`src/rtl/timer_pkg.sv`:
```
// Shared definitions for the machine timer: register offsets, CTRL field
// positions and the bus-side FSM state type.
package timer_pkg;

  localparam logic [31:0] OFF_MTIME_LO = 32'h00;
  localparam logic [31:0] OFF_MTIME_HI = 32'h04;
  localparam logic [31:0] OFF_CMP_LO   = 32'h08;
  localparam logic [31:0] OFF_CMP_HI   = 32'h0C;
  localparam logic [31:0] OFF_CTRL     = 32'h10;

  localparam int unsigned CTRL_EN      = 0;
  localparam int unsigned CTRL_DIV_LSB = 8;

  typedef enum logic {
    IDLE,
    RESP
  } tmr_state_t;

endpackage

```
`src/rtl/timer_prescaler.sv`:
```
// Programmable divider that paces mtime.
// Ports:
//   clk, rst  - clock, asynchronous active-low reset
//   en        - count enable; when low the count is frozen
//   div       - terminal count; a tick fires every div+1 enabled cycles
//   clr       - synchronous clear of the count (CTRL write)
//   tick      - one-cycle pulse when the count reaches div
module timer_prescaler #(
  parameter int unsigned PRESC_W = 8
) (
  input  logic               clk,
  input  logic               rst,
  input  logic               en,
  input  logic [PRESC_W-1:0] div,
  input  logic               clr,
  output logic               tick
);

  logic [PRESC_W-1:0] count;

  assign tick = en && (count == div);

  always_ff @(posedge clk or negedge rst) begin
    if (!rst) begin
      count <= '0;
    end else if (clr) begin
      count <= '0;
    end else if (en) begin
      count <= tick ? '0 : count + 1'b1;
    end
  end

endmodule

```
`src/rtl/machine_timer.sv`:
```
// Memory-mapped machine timer: 64-bit mtime advanced by a prescaler,
// 64-bit mtimecmp, and a registered interrupt level to the CSR unit.
// Ports:
//   clk, rst               - clock, asynchronous active-low reset
//   req_valid/req_ready    - request handshake (single outstanding)
//   req_write, req_addr,
//   req_wdata              - access type, byte offset, write data
//   rsp_valid/rsp_ready    - response handshake
//   rsp_rdata, rsp_err     - read data (0 for writes/errors), unmapped flag
//   tm_interrupt           - EN && (mtime >= mtimecmp), registered
module machine_timer
  import timer_pkg::*;
#(
  parameter int unsigned ADDR_W  = 5,
  parameter int unsigned PRESC_W = 8,
  parameter logic [63:0] CMP_RST = 64'hFFFF_FFFF_FFFF_FFFF
) (
  input  logic              clk,
  input  logic              rst,
  input  logic              req_valid,
  output logic              req_ready,
  input  logic              req_write,
  input  logic [ADDR_W-1:0] req_addr,
  input  logic [31:0]       req_wdata,
  output logic              rsp_valid,
  input  logic              rsp_ready,
  output logic [31:0]       rsp_rdata,
  output logic              rsp_err,
  output logic              tm_interrupt
);

  tmr_state_t         state, state_next;
  logic [63:0]        mtime, mtimecmp;
  logic [31:0]        hi_shadow;
  logic               en;
  logic [PRESC_W-1:0] div;
  logic               tick;

  logic        accept;
  logic [31:0] off;
  logic        sel_lo, sel_hi, sel_clo, sel_chi, sel_ctrl, addr_ok;
  logic [31:0] rd_data;
  logic        addr_unused;

  assign accept      = (state == IDLE) && req_valid;
  assign off         = 32'({req_addr[ADDR_W-1:2], 2'b00});
  assign addr_unused = ^req_addr[1:0];

  always_comb begin
    sel_lo   = (off == OFF_MTIME_LO);
    sel_hi   = (off == OFF_MTIME_HI);
    sel_clo  = (off == OFF_CMP_LO);
    sel_chi  = (off == OFF_CMP_HI);
    sel_ctrl = (off == OFF_CTRL);
    addr_ok  = sel_lo | sel_hi | sel_clo | sel_chi | sel_ctrl;
  end

  always_comb begin
    rd_data = '0;
    if (sel_lo)   rd_data = mtime[31:0];
    if (sel_hi)   rd_data = hi_shadow;
    if (sel_clo)  rd_data = mtimecmp[31:0];
    if (sel_chi)  rd_data = mtimecmp[63:32];
    if (sel_ctrl) rd_data = (32'(div) << CTRL_DIV_LSB) | {31'b0, en};
  end

  timer_prescaler #(
    .PRESC_W(PRESC_W)
  ) u_presc (
    .clk (clk),
    .rst (rst),
    .en  (en),
    .div (div),
    .clr (accept && req_write && sel_ctrl),
    .tick(tick)
  );

  // FSM: state register
  always_ff @(posedge clk or negedge rst) begin
    if (!rst) state <= IDLE;
    else      state <= state_next;
  end

  // FSM: next state
  always_comb begin
    state_next = state;
    case (state)
      IDLE:    if (req_valid) state_next = RESP;
      RESP:    if (rsp_ready) state_next = IDLE;
      default: state_next = IDLE;
    endcase
  end

  // FSM: outputs
  always_comb begin
    req_ready = (state == IDLE);
    rsp_valid = (state == RESP);
  end

  // A software write to either mtime half takes priority over a tick in
  // the same cycle; that tick is simply dropped.
  always_ff @(posedge clk or negedge rst) begin
    if (!rst) begin
      mtime <= '0;
    end else if (accept && req_write && sel_lo) begin
      mtime <= {mtime[63:32], req_wdata};
    end else if (accept && req_write && sel_hi) begin
      mtime <= {req_wdata, mtime[31:0]};
    end else if (tick) begin
      mtime <= mtime + 64'd1;
    end
  end

  always_ff @(posedge clk or negedge rst) begin
    if (!rst) begin
      mtimecmp  <= CMP_RST;
      en        <= 1'b0;
      div       <= '0;
      hi_shadow <= '0;
    end else if (accept) begin
      if (req_write) begin
        if (sel_clo)  mtimecmp[31:0]  <= req_wdata;
        if (sel_chi)  mtimecmp[63:32] <= req_wdata;
        if (sel_ctrl) begin
          en  <= req_wdata[CTRL_EN];
          div <= req_wdata[CTRL_DIV_LSB +: PRESC_W];
        end
      end else if (sel_lo) begin
        // Capture the upper half alongside the LO read so a following HI
        // read sees a coherent 64-bit value.
        hi_shadow <= mtime[63:32];
      end
    end
  end

  // Response payload only loads on accept, so it stays stable in RESP.
  always_ff @(posedge clk or negedge rst) begin
    if (!rst) begin
      rsp_rdata <= '0;
      rsp_err   <= 1'b0;
    end else if (accept) begin
      rsp_rdata <= (req_write || !addr_ok) ? '0 : rd_data;
      rsp_err   <= !addr_ok;
    end
  end

  always_ff @(posedge clk or negedge rst) begin
    if (!rst) tm_interrupt <= 1'b0;
    else      tm_interrupt <= en && (mtime >= mtimecmp);
  end

endmodule

```
`config.mk`:
```
export PLATFORM = sky130hd
export DESIGN_NAME = machine_timer
export DESIGN_NICKNAME = d
export VERILOG_FILES = /design/src/rtl/timer_pkg.sv /design/src/rtl/timer_prescaler.sv /design/src/rtl/machine_timer.sv
export SDC_FILE = /design/constraint.sdc
export NUM_CORES = 1
export LEC_CHECK = 0
export CAP_MARGIN = 20
export CORE_MARGIN = 4
export CORE_UTILIZATION = 50
export CTS_BUF_LIST = sky130_fd_sc_hd__clkbuf_4
export DETAILED_ROUTE_END_ITERATION = 8
export PLACE_DENSITY = 0.76
export SYNTH_ARGS = -nofsm -noshare
export SYNTH_HDL_FRONTEND = slang
export SYNTH_SLANG_ARGS = --single-unit
export TNS_END_PERCENT = 20
```
`constraint.sdc`:
```
create_clock -name clk -period 2.4 [get_ports clk]
set_input_delay 0.24 -clock clk [delete_from_list [all_inputs] [get_ports clk]]
set_output_delay 0.24 -clock clk [all_outputs]
set_load 0.1 [all_outputs]
```
Word level (Yosys, flattened, before mapping):

Cells that the tools add are included.

* logic and storage cells: 63
* flip-flop bits (word level): 212
* output and inout port bits: 36

* mux-type cells: 15
* bitwise logic cells: 8
* add/sub/neg operators: 2
* $lt $le $gt $ge: 1
* eq/ne operators: 6
* reduce and logical (&&, ||, !) cells: 19

Operators by type and width (count)
* $mux 32: 7
* $mux 64: 2
* $add 64x1->64 const B: 1
* $ge 64x64->1: 1
* $logic_not 32->1: 1
* $mux 8: 3
* $or 16x1->16: 1
* $reduce_and 3->1: 4
* $add 8x1->8 const B: 1
* $eq 8x8->1: 1
* $logic_and 1x1->1: 7
* $eq 3x2->1 const B: 2
* $reduce_bool 2->1: 3
* $or 1x1->1: 4
* $reduce_and 2->1: 2
* $eq 3x1->1 const B: 1
* $eq 3x3->1 const B: 1
* $not 1->1: 3
* $mux 1: 2
* $ne 2x2->1 const B: 1
* $pmux 1 s2: 1
* $logic_not 1->1: 1
* $logic_or 1x1->1: 1

Logic depth before layout (Yosys ltp):

* depth in word-level cells: 8
* depth in mapped cells: 8
* gate-level depth less buffers: 8

Cells and area by module:

From an unflattened synthesis, not the netlist that was laid out.

* cell total of the unflattened synthesis: 1280
* area total of the unflattened synthesis: 12189.2 um^2

By module, submodules not included
* machine_timer: area an instance 11666.2 um^2, instances 1, sequential area each 5185.0 um^2, cells each 1229
* timer_prescaler: area an instance 523.0 um^2, instances 1, sequential area each 200.2 um^2, cells each 51

Worst setup path after synthesis:

No wires, ideal clock.

* kind: flip-flop to flip-flop
* start: reg state (netlist: rsp_valid)
* end: reg state (netlist: rsp_valid)
* path slack: -0.329 ns
* period minus slack after synthesis: 2.729 ns
* library setup time: 0.161 ns
* data arrival time: 2.568 ns
* stages on the path, launching flop included: 6
* cell sequence: dfrtp_1 > inv_1 > nand2_1 > clkbuf_1 > clkbuf_1 > o21ai_0

* longest elaborated chain between the ends: 2

Ends and longest elaborated chain
* start: declaration: RTL line machine_timer.sv:32 `tmr_state_t state, state_next;`
* start signal: assignment: RTL line machine_timer.sv:81 `else state <= state_next;`
* $not 1->1
* net req_ready: RTL line machine_timer.sv:21 `output logic req_ready,`
* $pmux 1 s2: RTL line machine_timer.sv:87 `case (state)`
* net state_next: RTL line machine_timer.sv:32

The timed path passes the listed nets, and every way through them passes these cells.
A chain may end at the register's enable or synchronous reset.

Final worst setup path:

* start: reg mtime[5]
* end: reg mtime[45]

* longest elaborated chain between the ends: 3

Ends and longest elaborated chain
* start: declaration: RTL line machine_timer.sv:33 `logic [63:0] mtime, mtimecmp;`
* start signal: assignment: RTL line machine_timer.sv:106 `mtime <= {mtime[63:32], req_wdata};`
* start signal: assignment: RTL line machine_timer.sv:108 `mtime <= {req_wdata, mtime[31:0]};`
* start signal: assignment: RTL line machine_timer.sv:110 `mtime <= mtime + 64'd1;`
* $add 64x1->64: RTL line machine_timer.sv:110
* $mux 64: RTL line machine_timer.sv:109 `end else if (tick) begin`
* $mux 64: RTL line machine_timer.sv:107 `end else if (accept && req_write && sel_hi) begin`

No other way between the ends. The select of a mux whose other input is x is not followed.

==> reports/summary.txt <==
Status: finished clean
Starting Density: 51.0%
CTS tree: done
DRC violations left: 0
Crit path kind: register to register
Final Wtd Congestion: 1.01
Post-synthesis compound-gate area fraction: 18.5%
Post-route cell area: 15000 µm²
Synth async-reset ratio: 100%
Xor/xnor cell area share of the yosys netlist: 0.707%
DP Area: 14100 µm²
Synth Area in Simple Gates: 15.7%
CP peak stage delay: 0.60 ns
Seq. cell area: 5390 µm²
Synthesized area per cell: 9.60 µm²
Clock Tree Buf Depth: 3
R2R setup slack: 0.05 ns
Max-slew violation count: 0
DIE HEIGHT: 165 µm
Area Overhead vs Synth: 20.8%
Synth Area in Adders: 6.66%
Critical path, cell by cell: nand4_1, or4_4, nor4_4, buf_4, nand3_2, or4_1, nand3_1
Worst-Margin Slew: 0.750 ns
Fin crit period: 2.35 ns
Io pins: 78
Worst reg2reg path depth: 7
Number of global-route vias before repair: 11000
Setup tns final: 0 ns
Commonest non-fill, non-tap cell in the layout: dfrtp_1
Worst IR Drop VDD: 0.451 mV
Clock sink count: 212
Syn_nets: 1399
Synthesized area: 12400 µm²
RR Endpoint: mtime[45]
Drt total wl: 37700 µm
Pleak: 6.69 nW
Drt initial violations: 1087
Area of the multi-input gates: 6530 µm²
Most frequent cells in the layout: 145 x dfrtp_1, 138 x buf_4, 129 x nand2_1
Synth Warn #: 0
Crit-path leading delay family: simple AND/OR/NAND/NOR gates
CP max stage cell: or4_4
GRT overflow: 0
Max cap viols: 0
Skew final: 0.0556 ns
CP bufs+invs: 1
RSZ-0062 raised after global routing: true
Tot Pwr: 13.3 mW
Prevailing post-synth register cell: dfrtp_1
Die W: 165 µm
# setup viols final: 0
Die area: 27400 µm²
Initial antenna violation count: 1
Hold Path Class: primary input to asynchronous set/reset pin
Routed WL per cell: 20.5 µm
Final net count: 1573
Number of flops mapped to enable cells by yosys: 0
# fillers: 2015
# rows: 57
Final ANT Viol Nets: 0
Post-synthesis mux area share: 10.4%
Synth cell types: 62
Global-route wire length before repair: 60800 µm
CTS Root Cell: clkbuf_4
Slew headroom: 50.0%
Startpoint Class: register
Number of port buffers: 75
Critical Path AT: 3.01 ns
Mapped Cells: 1291
DP HPWL: 27500 µm
Detailed Routing Iterations Pass 1: 5
Crit-path max FO: 5
Tot GR Track Use: 28.2%
Pwr/cell area: 891 nW/µm²
Clk_lat worst skew: 0.72 ns
Vias per cell: 6.19
Launch point of the worst reg-to-reg path: mtime[5]
Layout cells sized above 1: 29.1%
Post-Route Utilization: 61.6%
Via count: 11400
Combinational family with the most area after synthesis: compound AO/OA/AOI/OAI gates
Num CTS Buffers: 58
Clk pin slew, worst setup/hold paths: 0.07 ns
Yosys reg bits: 212
Largest net degree at the start of global routing: 87
Crit path capture type: register
Worst Path Required: 3.06 ns
Final hold violations: 0
Core ar.: 24300 µm²
# H-tree levels: 2
FMAX: 0.426 GHz
Crit share post-route: 97.9%
Sequential element share of the synthesized area: 43.4%
[flip-flops by register name, indices dropped and copies added, names as in the netlist]
register / cells
en: 1
rsp_rdata: 32
u_presc.count: 8
mtimecmp: 64
mtime: 64
rsp_err: 1
hi_shadow: 32
div: 8
rsp_valid: 1
tm_interrupt: 1
[logic make-up (layout without fill, tap and decap cells)]
kind of cell             after synthesis  count (layout)
buffers and inverters                146             367
adder cells (fa/ha/maj)               66              66
AO/OA/AOI/OAI                        372             372
flip-flops                           212             212
multiplexers                         105             105
AND/OR/NAND/NOR                      380             380
other                                  0               1
XOR/XNOR                              10              10
[cell usage after synthesis (8+ instances only)]
master / count / area [µm²]
and2_1: 9 / 56.3
o22ai_1: 48 / 300
nand3_1: 56 / 280
a21oi_1: 100 / 500
clkbuf_1: 58 / 218
o211ai_1: 9 / 67.6
a22oi_1: 16 / 120
o21ai_0: 94 / 470
nand4_1: 28 / 175
nor2_1: 56 / 210
dfrtp_1: 148 / 3700
dfstp_2: 64 / 1680
xnor2_1: 8 / 70.1
nor3_1: 13 / 65.1
mux2_2: 91 / 1020
inv_1: 72 / 270
o31ai_1: 29 / 218
a2bb2oi_1: 10 / 87.6
and3_1: 13 / 81.3
and4_1: 11 / 96.3
nor2b_1: 14 / 87.6
mux4_2: 9 / 203
a21o_1: 18 / 135
nand2_1: 132 / 495
ha_1: 66 / 826
buf_1: 11 / 41.3
[worst max-delay path by stage]
stage / from / to / slack, ns / cells after the start
finish: mtime[5] / mtime[45] / 0.05 / 7
global route: mtimecmp[2] / tm_interrupt / -0.09 / 8
CTS: mtimecmp[2] / tm_interrupt / 0.01 / 8
detailed placement: mtime[0] / mtime[40] / 0.005 / 8
global placement: mtime[0] / mtime[40] / 0.03 / 8
floorplan: mtime[1] / mtime[38] / -0.002 / 8
[cell type report]
class                      instances  share of cell area [%]
inverter                          72                    1.83
tap                              324                    2.71
multi-input combinational        933                    43.6
timing repair buffer             188                    10.8
clock buffer                      88                    4.41
clock inverter                    19                   0.552
sequential                       212                    36.0
antenna                            1                  0.0167
[where the power goes]
| group | total, mW | switching [mW] | leakage, nW | internal [mW] |
|---|---|---|---|---|
| Clock | 3.25 | 1.58 | 0.452 | 1.68 |
| Sequential | 5.35 | 0.722 | 2.50 | 4.63 |
| Combinational | 4.74 | 2.82 | 3.74 | 1.92 |
| Total | 13.3 | 5.12 | 6.69 | 8.22 |
[per-layer routing]
metal  part of all wire, %  up-vias  GRT usage [%]
met2                    46      609           43.6
met5                     0        -              0
met1                    41     5503           39.7
met3                   9.9      103           5.63
met4                   3.6        0           9.90
li1                      -     5154              -
[per-stage QoR]
step	std cells	setup slack [ns]	hold WS [ns]
2_1_floorplan	1291	-0.00236	-0.0556
3_5_place_dp	1727	0.00468	0.308
5_1_grt	1837	-0.0886	0.131
6_report	1837	0.0511	0.142
3_3_place_gp	1727	0.0324	0.314
4_1_cts	1835	0.0131	0.108
[timing repair]
item,in CTS,in global routing
resized for setup,0,14
hold endpoints to repair,79,0
hold buffers,1,0
buffers inserted,0,1
endpoints found under the setup margin,0,31
Power figures use the tool's default switching activity.
